## src/rtl/audio_osc_multi_dds.sv

```systemverilog
// rtl/audio_osc_multi_dds.sv - time-multiplexed N-channel DDS oscillator with 1st-order delta-sigma DAC
// One channel is evaluated per enabled cycle; the last channel of a frame publishes the mix sample.
module audio_osc_multi_dds #(
  parameter int C_CH      = 4,
  parameter int C_PHASE_W = 24,
  parameter int C_DAC_W   = 12,
  localparam int C_CHA_W  = $clog2(C_CH),
  localparam int C_MIX_W  = 16 + C_CHA_W
) (
  input  logic                 CK_i,
  input  logic                 RST_i,
  input  logic                 EN_CK_i,
  input  logic                 WR_i,
  input  logic [C_CHA_W-1:0]   WR_CH_i,
  input  logic [1:0]           WR_ADR_i,
  input  logic [C_PHASE_W-1:0] WR_DAT_i,
  input  logic                 SYNC_i,
  output logic [C_MIX_W-1:0]   SMPL_o,
  output logic                 SMPL_VLD_o,
  output logic                 DAC_P_o,
  output logic                 DAC_N_o
);

  logic [C_PHASE_W-1:0]       r_phase [C_CH];
  logic [C_PHASE_W-1:0]       r_inc   [C_CH];
  logic [1:0]                 r_mode  [C_CH];
  logic [7:0]                 r_amp   [C_CH];
  logic [7:0]                 r_duty  [C_CH];
  logic [C_CHA_W-1:0]         r_ch_ctr;
  logic signed [C_MIX_W-1:0]  r_acc;
  logic [C_MIX_W-1:0]         r_smpl;
  logic                       r_smpl_vld;
  logic [C_DAC_W-1:0]         r_sigma;
  logic                       r_dac_p;
  logic                       r_dac_n;

  logic [7:0]                 w_t;
  logic [6:0]                 w_u;
  logic [7:0]                 w_wave;
  logic signed [C_MIX_W-1:0]  w_wave_ext;
  logic signed [C_MIX_W-1:0]  w_amp_ext;
  logic signed [C_MIX_W-1:0]  w_term;
  logic                       w_last;
  logic                       w_wr_ok;
  logic [C_PHASE_W+9:0]       w_dat_x;
  logic [C_DAC_W-1:0]         w_d;
  logic [C_DAC_W:0]           w_s;

  assign w_t     = r_phase[r_ch_ctr][C_PHASE_W-1 -: 8];
  assign w_u     = w_t[7] ? ~w_t[6:0] : w_t[6:0];
  assign w_last  = (r_ch_ctr == C_CHA_W'(C_CH - 1));
  assign w_wr_ok = WR_i && (int'(WR_CH_i) < C_CH);
  assign w_dat_x = {10'd0, WR_DAT_i};

  // Waveform values are 8-bit two's complement; tri maps u in 0..127 to 2u-128.
  always_comb begin
    w_wave = 8'h00;
    case (r_mode[r_ch_ctr])
      2'd0:    w_wave = {~w_t[7], w_t[6:0]};
      2'd1:    w_wave = (w_t < r_duty[r_ch_ctr]) ? 8'h7F : 8'h80;
      2'd2:    w_wave = {~w_u[6], w_u[5:0], 1'b0};
      default: w_wave = 8'h00;
    endcase
  end

  assign w_wave_ext = {{(C_MIX_W-8){w_wave[7]}}, w_wave};
  assign w_amp_ext  = {{(C_MIX_W-8){1'b0}}, r_amp[r_ch_ctr]};
  assign w_term     = w_wave_ext * w_amp_ext;

  // Offset-binary view of the mix: flipping the sign bit biases it to unsigned.
  assign w_d = {~r_smpl[C_MIX_W-1], r_smpl[C_MIX_W-2 -: C_DAC_W-1]};
  assign w_s = {1'b0, r_sigma} + {1'b0, w_d};

  always_ff @(posedge CK_i) begin
    if (RST_i) begin
      for (int i = 0; i < C_CH; i++) begin
        r_phase[i] <= '0;
        r_inc[i]   <= '0;
        r_mode[i]  <= 2'd3;
        r_amp[i]   <= '0;
        r_duty[i]  <= 8'd128;
      end
      r_ch_ctr   <= '0;
      r_acc      <= '0;
      r_smpl     <= '0;
      r_smpl_vld <= 1'b0;
      r_sigma    <= '0;
      r_dac_p    <= 1'b0;
      r_dac_n    <= 1'b0;
    end else begin
      r_sigma    <= w_s[C_DAC_W-1:0];
      r_dac_p    <= w_s[C_DAC_W];
      r_dac_n    <= ~w_s[C_DAC_W];
      r_smpl_vld <= 1'b0;
      if (SYNC_i) begin
        for (int i = 0; i < C_CH; i++) r_phase[i] <= '0;
        r_acc    <= '0;
        r_ch_ctr <= '0;
      end else if (EN_CK_i) begin
        r_phase[r_ch_ctr] <= r_phase[r_ch_ctr] + r_inc[r_ch_ctr];
        if (w_last) begin
          r_smpl     <= r_acc + w_term;
          r_acc      <= '0;
          r_ch_ctr   <= '0;
          r_smpl_vld <= 1'b1;
        end else begin
          r_acc    <= r_acc + w_term;
          r_ch_ctr <= r_ch_ctr + C_CHA_W'(1);
        end
      end
      // Register writes never touch the phase, so they coexist with the slot above.
      if (w_wr_ok) begin
        case (WR_ADR_i)
          2'd0: r_inc[WR_CH_i] <= WR_DAT_i;
          2'd1: begin
            r_mode[WR_CH_i] <= w_dat_x[1:0];
            r_amp[WR_CH_i]  <= w_dat_x[9:2];
          end
          2'd2: r_duty[WR_CH_i] <= w_dat_x[7:0];
          default: ;
        endcase
      end
    end
  end

  assign SMPL_o     = r_smpl;
  assign SMPL_VLD_o = r_smpl_vld;
  assign DAC_P_o    = r_dac_p;
  assign DAC_N_o    = r_dac_n;

endmodule

```

## config.mk

```make
export PLATFORM = sky130hd
export DESIGN_NAME = audio_osc_multi_dds
export DESIGN_NICKNAME = d
export VERILOG_FILES = /design/src/rtl/audio_osc_multi_dds.sv
export SDC_FILE = /design/constraint.sdc
export NUM_CORES = 1
export LEC_CHECK = 0
export CAP_MARGIN = 20
export CORE_MARGIN = 4
export CORE_UTILIZATION = 58
export CTS_CLUSTER_DIAMETER = 150
export DETAILED_ROUTE_END_ITERATION = 10
export GPL_TIMING_DRIVEN = 0
export PLACE_DENSITY = 0.78
export SLEW_MARGIN = 15
export SYNTH_ARGS = -nofsm -noshare
export SYNTH_HDL_FRONTEND = slang
export SYNTH_SLANG_ARGS = --single-unit
```

## constraint.sdc

```tcl
create_clock -name CK_i -period 14 [get_ports CK_i]
set_input_delay 4.2 -clock CK_i [delete_from_list [all_inputs] [get_ports CK_i]]
set_output_delay 4.2 -clock CK_i [all_outputs]
set_load 0.01 [all_outputs]
```

==> impl_metrics.csv <==
group,metric,value,unit
yosys,synth_edf_count,264,
route,first_pass_iters,5,
grt,track_usage,25.5,%
grt,grt_max_degree,25,
clock_network,clockBufferDepth,3,
clock_network,post_cts_buffers,0,
worst_setup_path,slowest_delay,600,ps
clock_network,path_clk_slew,60,ps
yosys,ys_async_sr_fraction,0,%
floorplan,coreArea,30600,um2
timing,fmax,103,MHz
yosys,ys.warnings.count,0,
worst_setup_path,crit_required,14450,ps
timing,setup-violations-final,0,
clock_network,clock_latency,520,ps
route,via_per_inst,5.95,
timing,drv_slew,0,
timing,skew,11.9,ps
floorplan,rows,64,
place,place_congestion,0.846,
timing,max-slew-margin-rel,22.1,%
floorplan,dieWidth,184,um
yosys,ys_types,64,
timing,hold_viol_final,0,
yosys,synth_area_leaders,"edfxtp_1 44%, mux4_2 7.7%, ha_1 6.8%",
worst_setup_path,cp_max_fo,10,
final_layout,nNetsFinal,1778,
place,portBuffers,53,
grt,antenna_found_initial,0,
yosys,netlist_area,18000,um2
worst_setup_path,arrival,10170,ps
grt,grt_pass1_wl,67300,um
final_layout,num_antenna_cells,0,
floorplan,initial_utilization,58.7,%
clock_network,ctsHoldBuffers,0,
clock_network,cts_buffers,35,
yosys,synthesis.nets,1682,
final_layout,area_growth,12.5,%
clock_network,h-tree-depth,2,
route,drtIter0Drc,1021,
min_path,min_path_type,"reg2reg",
floorplan,die_area,33800,um2
worst_setup_path,start_kind,"flip-flop",
clock_network,cts.repair.resized,0,
yosys,syn_inst,1498,
place,hpwl,30400,um
final_layout,design_area,20200,um2
yosys,postSynthAreaPerCell,12.0,um2
power,leakage,8.04,nW
run_status,outcome,"complete, no violations",
route,vias,12003,
place,place_inst,1953,
place,dpl_cell_area,19100,um2
worst_setup_path,crit_top_cell,"buf_2",
timing,rsz0062_at_grt,"no",
route,detail-route-antenna-nets,0,
worst_setup_path,setup.worst_path.class,"reg2reg",
grt,first_global_vias,12433,
flow_run,cap_violations,0,
final_layout,finalNonFillerCells,2017,
yosys,synth-seq-cells,319,
power,power_density,150,nW/um2
timing,layout_min_cycle_time,9720,ps
power,max-vdd-ir-drop,124,uV
worst_setup_path,end_kind,"flip-flop",
timing,finalCritPeriodShare,69.4,%
route,route.detailed.wl_per_inst,20.9,um
yosys,synth.yosys.seq_area_share,50.3,%
grt,overflow,0,
timing,fin_setup_tns,0,ps
route,drc_errors,0,
floorplan,die_y,184,um
clock_network,root_buffer,"clkbuf_16",
route,drt_wl_total,42200,um
yosys,synth_top_cell_by_area,"edfxtp_1",
floorplan,io_pins,54,
final_layout,drive_gt1_share,9.87,%
clock_network,clock_sinks,319,
yosys,synth_top_area_share,44.1,%
clock_network,tritoncts,"built",
yosys,synth_commonest_cells,"264 x edfxtp_1, 167 x nor2_1, 143 x and2_1",
timing,worst_slew_pin_slew,1160,ps
yosys,synth_flop_cell,"edfxtp_1",
worst_setup_path,slowest_stage,"a2111oi_1",
yosys,yosysMostFrequentCell,"edfxtp_1",
## routing by layer
| layer | track usage [%] | wire length (um) | vias up |
|---|---|---|---|
| li1 | - | - | 5481 |
| met1 | 35.5 | 17800 | 5992 |
| met2 | 41.3 | 19900 | 438 |
| met3 | 4.41 | 3140 | 92 |
| met4 | 8.04 | 1350 | 0 |
| met5 | 0 | 0 | - |
## through the flow
| step | power (mW) | utilization (%) | setup slack, ps | hold slack, ps |
|---|---|---|---|---|
| after floorplan | 1.88 | - | 5960 | 432 |
| after global placement | 2.12 | 62.1 | 4460 | 442 |
| after detailed placement | 2.14 | 62.5 | 4310 | 447 |
| after CTS | 3.02 | 66.1 | 4260 | 455 |
| after global routing | 3.22 | 66.1 | 3840 | 472 |
| final | 3.03 | 66.1 | 4280 | 453 |
## layout by cell type (no fill, tap or decap), types with 55 or more instances in the layout
| master | netlist | final |
|---|---|---|
| edfxtp_1 | 264 | 264 |
| mux4_2 | 61 | 61 |
| dfxtp_1 | 55 | 55 |
| clkbuf_1 | 46 | 56 |
| ha_1 | 98 | 98 |
| and2_1 | 143 | 143 |
| inv_1 | 100 | 100 |
| nor2_1 | 167 | 167 |
| nand2_1 | 88 | 85 |
| a21oi_1 | 61 | 61 |
## logic make-up after synthesis
family	Yosys count	synth area share, %
mux	81	8.88
fa+ha+maj	151	12.7
simple gates	561	16.0
flops	319	50.3
compound gates	172	6.19
buf+inv	167	3.66
xor+xnor	47	2.29
## path summary, 6_finish.rpt
check,startpoint,to,slack [ps],cells past startpoint
worst max-delay path,flip-flop,r_acc[16],4280,33
worst min-delay path,SMPL_o[3],SMPL_o[3],450,2
worst max register to register,flip-flop,r_acc[16],4280,33
worst min register to register,SMPL_o[3],SMPL_o[3],450,2
## state kept, by name, indices dropped and copies added (netlist names), 2 cells and up, named ones only
signal    cells
r_inc        96
r_phase      96
r_amp        32
r_duty       32
SMPL_o       18
r_acc        18
r_sigma      12
r_mode        8
r_ch_ctr      2
## report_power, final
part / internal, mW / switching (mW)
Combinational: 0.417 / 0.628
Clock: 0.499 / 0.379
Sequential: 1.08 / 0.0185
## area by class of cell
class                   instances  area [um2]
plain buffers                  65         274
clock buffers                  48         988
clock inverters                16        93.8
fillers                      2260       10400
inverters                     102         383
multi-input cells            1012        8310
flip-flops and latches        319        9030
well taps                     396         495
repair buffers                 59         633
## critical path, delay by kind of cell (launching register included)
family,cells,cell delay [ps]
and+or+nand+nor,4,790
muxes,1,440
DFF,1,320
xor gates and xnor gates,1,240
buffers and inverters,10,2330
adders and majority gates,8,3000
AOI/OAI and AO/OA,9,2500
Note: power is estimated with default switching activity, not from simulation.
